--- config.mk ---
export PLATFORM = sky130hd
export DESIGN_NAME = branch_predictor
export DESIGN_NICKNAME = d
export VERILOG_FILES = /design/src/rtl/branch_predictor.sv
export SDC_FILE = /design/constraint.sdc
export NUM_CORES = 1
export LEC_CHECK = 0
export ABC_AREA = 1
export BUFFER_PORTS_ARGS = -buffer_cell sky130_fd_sc_hd__buf_2
export CORE_ASPECT_RATIO = 0.8
export CORE_MARGIN = 2
export CORE_UTILIZATION = 50
export CTS_BUF_LIST = sky130_fd_sc_hd__clkbuf_8 sky130_fd_sc_hd__clkbuf_16
export CTS_CLUSTER_DIAMETER = 30
export DETAILED_ROUTE_END_ITERATION = 10
export PLACE_DENSITY = 0.66
export SETUP_SLACK_MARGIN = 0.5
export SLEW_MARGIN = 20
export SYNTH_ARGS = -nofsm -noshare
export SYNTH_HDL_FRONTEND = slang
export SYNTH_SLANG_ARGS = --single-unit
--- constraint.sdc ---
create_clock -name clock -period 1.95 [get_ports clock]
set_input_delay 0.195 -clock clock [delete_from_list [all_inputs] [get_ports clock]]
set_output_delay 0.195 -clock clock [all_outputs]
set_load 0.03 [all_outputs]
--- src/rtl/branch_predictor.sv ---
// branch_predictor
//    Bimodal branch direction predictor: a table of BHT_ENTRIES 2-bit saturating
//    counters. Lookups answer one cycle later; resolves train the table.
//
//    Optional build macro: BRANCH_PRED_GSHARE_EN
//       defined   - table index is PC slice XOR a global history register (GHR)
//                   that shifts in each resolved outcome (non-speculative).
//       undefined - no GHR; table index is the PC slice only.
//
// Ports
//    clock          sole clock, rising edge
//    reset_n        asynchronous active-low reset
//    lookup_valid   prediction request
//    lookup_pc      PC of the branch to predict (bits [1:0] ignored)
//    pred_valid     registered response valid
//    pred_take      predicted direction, holds while pred_valid=0
//    pred_idx       table index used, holds while pred_valid=0
//    resolve_valid  branch resolved this cycle
//    resolve_idx    index returned from pred_idx
//    resolve_take   actual outcome
//    resolve_pred   direction that was predicted
//    mispredict     registered one-cycle pulse when resolve_take != resolve_pred

module branch_predictor #(
   parameter int BHT_ENTRIES = 64,
   parameter int IDX_BITS    = $clog2(BHT_ENTRIES),
   parameter int ADDR_WIDTH  = 32
) (
   input  logic                  clock,
   input  logic                  reset_n,
   input  logic                  lookup_valid,
   input  logic [ADDR_WIDTH-1:0] lookup_pc,
   output logic                  pred_valid,
   output logic                  pred_take,
   output logic [IDX_BITS-1:0]   pred_idx,
   input  logic                  resolve_valid,
   input  logic [IDX_BITS-1:0]   resolve_idx,
   input  logic                  resolve_take,
   input  logic                  resolve_pred,
   output logic                  mispredict
);

   localparam logic [1:0] CTR_SNT = 2'b00;
   localparam logic [1:0] CTR_WNT = 2'b01;
   localparam logic [1:0] CTR_ST  = 2'b11;

   logic [1:0]          bht [BHT_ENTRIES];
   logic [IDX_BITS-1:0] lookup_idx;
   logic [1:0]          cur_ctr;
   logic [1:0]          next_ctr;

`ifdef BRANCH_PRED_GSHARE_EN
   logic [IDX_BITS-1:0] ghr;

   // History is updated only from resolved branches, so it never needs repair.
   always_ff @(posedge clock or negedge reset_n) begin
      if (!reset_n) begin
         ghr <= '0;
      end else if (resolve_valid) begin
         ghr <= {ghr[IDX_BITS-2:0], resolve_take};
      end
   end

   assign lookup_idx = lookup_pc[IDX_BITS+1:2] ^ ghr;
`else
   assign lookup_idx = lookup_pc[IDX_BITS+1:2];
`endif

   assign cur_ctr = bht[resolve_idx];

   always_comb begin
      next_ctr = cur_ctr;
      if (resolve_take) begin
         if (cur_ctr != CTR_ST) next_ctr = cur_ctr + 2'b01;
      end else begin
         if (cur_ctr != CTR_SNT) next_ctr = cur_ctr - 2'b01;
      end
   end

   // A lookup to the entry being trained in the same cycle reads the old value,
   // since the table read is combinational from the pre-edge contents.
   always_ff @(posedge clock or negedge reset_n) begin
      if (!reset_n) begin
         for (int i = 0; i < BHT_ENTRIES; i++) begin
            bht[i] <= CTR_WNT;
         end
      end else if (resolve_valid) begin
         bht[resolve_idx] <= next_ctr;
      end
   end

   always_ff @(posedge clock or negedge reset_n) begin
      if (!reset_n) begin
         pred_valid <= 1'b0;
         pred_take  <= 1'b0;
         pred_idx   <= '0;
      end else begin
         pred_valid <= lookup_valid;
         if (lookup_valid) begin
            pred_take <= bht[lookup_idx][1];
            pred_idx  <= lookup_idx;
         end
      end
   end

   always_ff @(posedge clock or negedge reset_n) begin
      if (!reset_n) begin
         mispredict <= 1'b0;
      end else begin
         mispredict <= resolve_valid && (resolve_take != resolve_pred);
      end
   end

endmodule

Word level (Yosys, flattened, before mapping)
Cells that the tools add are included.
{ "op_classes": {"n_mux": 12, "reduce_logical": 3, "bitwise": 2, "magnitude_cmp": 3, "eq_ne": 2, "add_sub_neg": 2} }
{ "ops": {"columns": ["op", "count"], "rows": [
  ["bitwise mux 128 bit", 1],
  ["binary-select mux 2 bit (select 6 bit)", 2],
  ["two-way mux 2 bit", 8],
  ["greater-or-equal comparator 7 bit, second input constant", 2],
  ["inverter 6 -> 7 bit", 2],
  ["demux 2 bit (select 6 bit)", 1],
  ["less-than comparator 7 x 1 -> 1 bit, second input constant", 1],
  ["adder 2 x 1 -> 2 bit, second input constant", 1],
  ["logical AND 1 bit", 2],
  ["inequality test 2 bit, second input constant", 1],
  ["nonzero test 2 bit", 1],
  ["subtractor 2 x 1 -> 2 bit, second input constant", 1],
  ["inequality test 1 bit", 1]
]} }
{ "totals": {"wordCells": 92, "output_inout_bits": 9, "reg_bits": 137, "in_bits": 44} }

Depth between registers and ports, before layout
{ "depth": {"word_depth": 8, "depth_mapped": 20, "mapped_depth_nobuf": 16} }

Worst setup path after synthesis
No wires, ideal clock.
{ "synth_timing": {"path_type": "input -> register", "startpoint": "input port resolve_idx[0]", "endpoint": "register bht[113] (netlist name)", "setup_ps": 118, "n_path_buf": 4, "path_slack_ps": 187, "required_ps": 1832, "cell_stages": 16, "arrival_time_ps": 1645, "cell_sequence": "buf_4 -> inv_2 -> buf_6 -> buf_4 -> nand2_1 -> nand3_1 -> nand2_1 -> o21ai_1 -> nand2_1 -> nor2_1 -> nand2_1 -> nand2_2 -> nand2_2 -> buf_2 -> nand3_1 -> nand2_1"} }
{ "synth_via": {"elab_chain_len": 8, "word_cells_on_any_way": 17, "classes_between": "2 x add/sub; 2 x order compare; 1 x eq/ne; 9 x mux; 1 x bitwise; 2 x reduce/logical"} }
{ "synth_lines": {"columns": ["element", "line", "text"], "rows": [
  ["from (decl)", "37", "input logic [IDX_BITS-1:0] resolve_idx,"],
  ["inverter 6 -> 7 bit (implied by the code) *", "69, 88", null],
  ["binary-select mux 2 bit (select 6 bit)", "69", "assign cur_ctr = bht[resolve_idx];"],
  ["two-way mux 2 bit (implied by the code) (2 in a row)", "69", null],
  ["subtractor 2 x 1 -> 2 bit, or another cell as far along", "76", "if (cur_ctr != CTR_SNT) next_ctr = cur_ctr - 2'b01;"],
  ["two-way mux 2 bit (on tied branches)", "76, 74", null],
  ["two-way mux 2 bit", "73", "if (resolve_take) begin"],
  ["bitwise mux 128 bit *", "88", "bht[resolve_idx] <= next_ctr;"],
  ["to (signal, indexed assignment)", "88", null],
  ["to (decl)", "47", "logic [1:0] bht [BHT_ENTRIES];"]
]} }
Every way passes the cells marked *; elsewhere a longest branch is shown, timed or not. The select of a mux whose other input is x is not followed.
A chain may end at the register's enable or synchronous reset.

Worst setup path in the final report
{ "layout_timing": {"startpoint": "register bht[1] (netlist name)", "endpoint": "register bht[112] (netlist name)"} }
{ "layout_via": {"elab_chain_len": 7, "word_cells_on_any_way": 9, "classes_between": "1 x eq/ne; 7 x mux; 1 x reduce/logical"} }
{ "layout_lines": {"columns": ["element", "line"], "rows": [
  ["binary-select mux 2 bit (select 6 bit) *", "69"],
  ["two-way mux 2 bit (implied by the code) * (2 in a row)", "69"],
  ["inequality test 2 bit / nonzero test 2 bit (equally long branches)", "74, 76"],
  ["two-way mux 2 bit (on tied branches)", "74, 76"],
  ["two-way mux 2 bit *", "73"],
  ["bitwise mux 128 bit *", "88"]
]} }
Marks and branches as above.

==> metrics.cfg <==
[route]
vias_per_cell = 5.41
wirelength_um = 28300
routedWlPerCell_um = 17.8
dr.pass1.iters = 8
ant_nets = 0
dr_total_vias = 8627
drc = 0
drt_iter0_drc = 992

[clock_tree]
cts_max_path_buffers = 2
cts_tree = built
root_buffer = clkbuf_16
clock-sinks = 137
clk_pin_slew_ns = 0.06
clock_latency_ns = 0.44
cts_made_buffers = 17
h-tree-depth = 4

[worst_setup_path]
cp.required_ns = 2.32
r2r-start = bht[1]
arrival_ns = 2.37
end_kind = register
worstPathMaxFanout = 5
path_class = register to register
ff2ff_setup_slack_ns = -0.05
crit_path_start = bht[1]
startpoint_type = register

[global_routing]
use_met2 = 0.466
overflow = 0
use_met1 = 0.458
grt_pass1_wl_um = 42600
grt.total_usage = 0.319
first_global_vias = 7866
grt_max_degree = 52
antenna_found_initial = 0
grt_util_met3 = 0.0709
grt.busiest_layer = met2

[logic_synthesis]
syn_area_um2 = 8080
synth_seq_cells = 137
synthCells = 1262
ys_warn_count = 0
synth.avg_cell_area_um2 = 6.40
yosysSeqAreaShare = 0.434
synth.distinct_cells = 27
syn_nets = 1306

[power_and_ir_drop]
vdd_drop_max_v = 0.000776
p_int_mw = 6.41
p_seq_frac = 0.383
power.switching_mw = 2.65
p_clk_frac = 0.401
power_mw = 9.06
p_leak_nw = 5.34
switching_share = 0.293
p_comb_frac = 0.217
power_density_nw_per_um2 = 875

[final_layout]
nNetsFinal = 1412
final_cell_mix = nand2_1 (615), inv_1 (126), nand3_1 (98), nor2_1 (87), buf_4 (82)
final_common_cell = nand2_1
diodes = 0
area_growth_pct = 28.2
drive_gt1_frac = 0.221
fillers = 1433

[floorplanning]
die_w_um = 146
rows = 41
initial_core_util = 0.511
dieArea_um2 = 17200
die_y_um = 118
core_region_area_um2 = 15800
ioPinCount = 53

[timing]
hold_violations = 0
post-route-period-util = 1.03
rsz0062_at_grt = yes
setup_viol_count_final = 96
worst_pin_slew_ns = 0.615
fin_ws_ns = -0.0549
max_freq_mhz = 499
whs_ns = 0.0209
slew_violations = 0
relSlewSlack = 0.587
min_period_ns = 2.00
tns_ns = -1.91
skew_ns = 0.0103

[status]
violations = negative setup slack
status = complete, but fails checks

[worst_hold_path]
min_path_type = primary input to register
min_from = resolve_pred

[place]
routabilityCongestion = 0.949
io_buffers = 26
hpwl_um = 17500

[job]
cap_violations = 0

-- cell type report --
cell class,instances,area (um2),area share
sequential,137,3510,0.339
tap,215,269,0.0260
multi-input combinational,941,4040,0.390
clock buffer,19,453,0.0437
timing repair buffer,140,1400,0.135
inverter,131,492,0.0475
clock inverter,13,200,0.0193
-- worst max-delay path, cell delays in order, from the launching register on --
cell and delay, ns:
dfrtp_1 0.41, nand2_1 0.08, nand2_1 0.05, nand2_1 0.07, nand2_1 0.09, nand2_2 0.08, nand2_2 0.07, nand2_2 0.07
nand2_1 0.06, nor2_2 0.13, buf_4 0.13, nand3_4 0.09, nand2_4 0.11, nand2_8 0.07, buf_12 0.14, clkbuf_16 0.17
nand2_2 0.06, nand2_1 0.06
-- metrics by stage --
step / cells / instance area (um2) / utilization / worst slack [ns]
after floorplan: 1262 / 8180 / - / 0.245
after global placement: 1536 / 9000 / 0.570 / -0.146
after detailed placement: 1536 / 9000 / 0.570 / -0.185
after CTS: 1577 / 9950 / 0.630 / 0.0834
after global routing: 1596 / 10400 / 0.656 / -0.178
final: 1596 / 10400 / 0.656 / -0.0549
-- per-layer routing --
layer | share of wire | up-vias
li1 | - | 4048
met1 | 0.43 | 3957
met2 | 0.43 | 495
met3 | 0.10 | 127
met4 | 0.042 | 0
met5 | 0 | -
-- synthesized netlist by cell type --
cell type	n	area [um2]
or2_1	1	6.26
clkbuf_1	19	71.3
buf_4	10	75.1
nand4_1	1	6.26
a21oi_1	14	70.1
clkinv_1	1	3.75
xnor2_1	1	8.76
clkbuf_2	1	5.00
dfrtp_1	73	1830
dfstp_2	64	1680
o21ai_1	3	15.0
inv_1	125	469
nand2_4	1	11.3
nand3_1	104	521
nand2_1	667	2500
o21ai_0	31	155
inv_2	5	18.8
buf_1	3	11.3
buf_6	3	33.8
or2_0	1	6.26
o211ai_1	5	37.5
buf_2	17	85.1
o22ai_1	6	37.5
nor2_1	91	342
nand2_2	2	12.5
or2_2	1	6.26
nor3_1	12	60.1
-- what timing repair did --
item / 4_1_cts / 5_1_grt
pin swaps: 10 / 14
cloned: 5 / 7
hold buffers: 2 / 0
buffers inserted: 2 / 12
gates resized for setup: 40 / 54
hold endpoints to repair: 23 / 0
setup endpoints to repair: 128 / 129
-- final timing paths --
| check | depth (start not counted) | end |
|---|---|---|
| setup / recovery | 17 | bht[112] |
| setup reg to reg | 17 | bht[112] |
| min in group asynchronous | 2 | bht[115] |
| hold / removal | 3 | mispredict |
| max in group asynchronous | 3 | bht[24] |
| hold reg to reg | 2 | bht[12] |
-- power by group through the flow --
stage          combinational (mW)  clock, mW  sequential (mW)
4_1_cts                      1.68       3.65             3.46
3_5_place_dp                 1.48          0             3.50
3_3_place_gp                 1.46          0             3.50
5_1_grt                      2.10       3.77             3.50
2_1_floorplan               0.922          0             3.48
6_report                     1.96       3.63             3.47
-- cells by family (layout without fill, tap and decap cells) --
kind of cell              after synthesis  after routing  synth area share
xor gates and xnor gates                1              1           0.00108
buffers and inverters                 184            303            0.0957
AOI/OAI and AO/OA                      59             59            0.0390
DFF                                   137            137             0.434
and+or+nand+nor                       881            881             0.430
-- state kept, by name, indices dropped and copies added, names as in the netlist --
register	flops
mispredict	1
pred_take	1
pred_idx	6
pred_valid	1
bht	128
No activity file was read; power rests on OpenSTA's default activity.
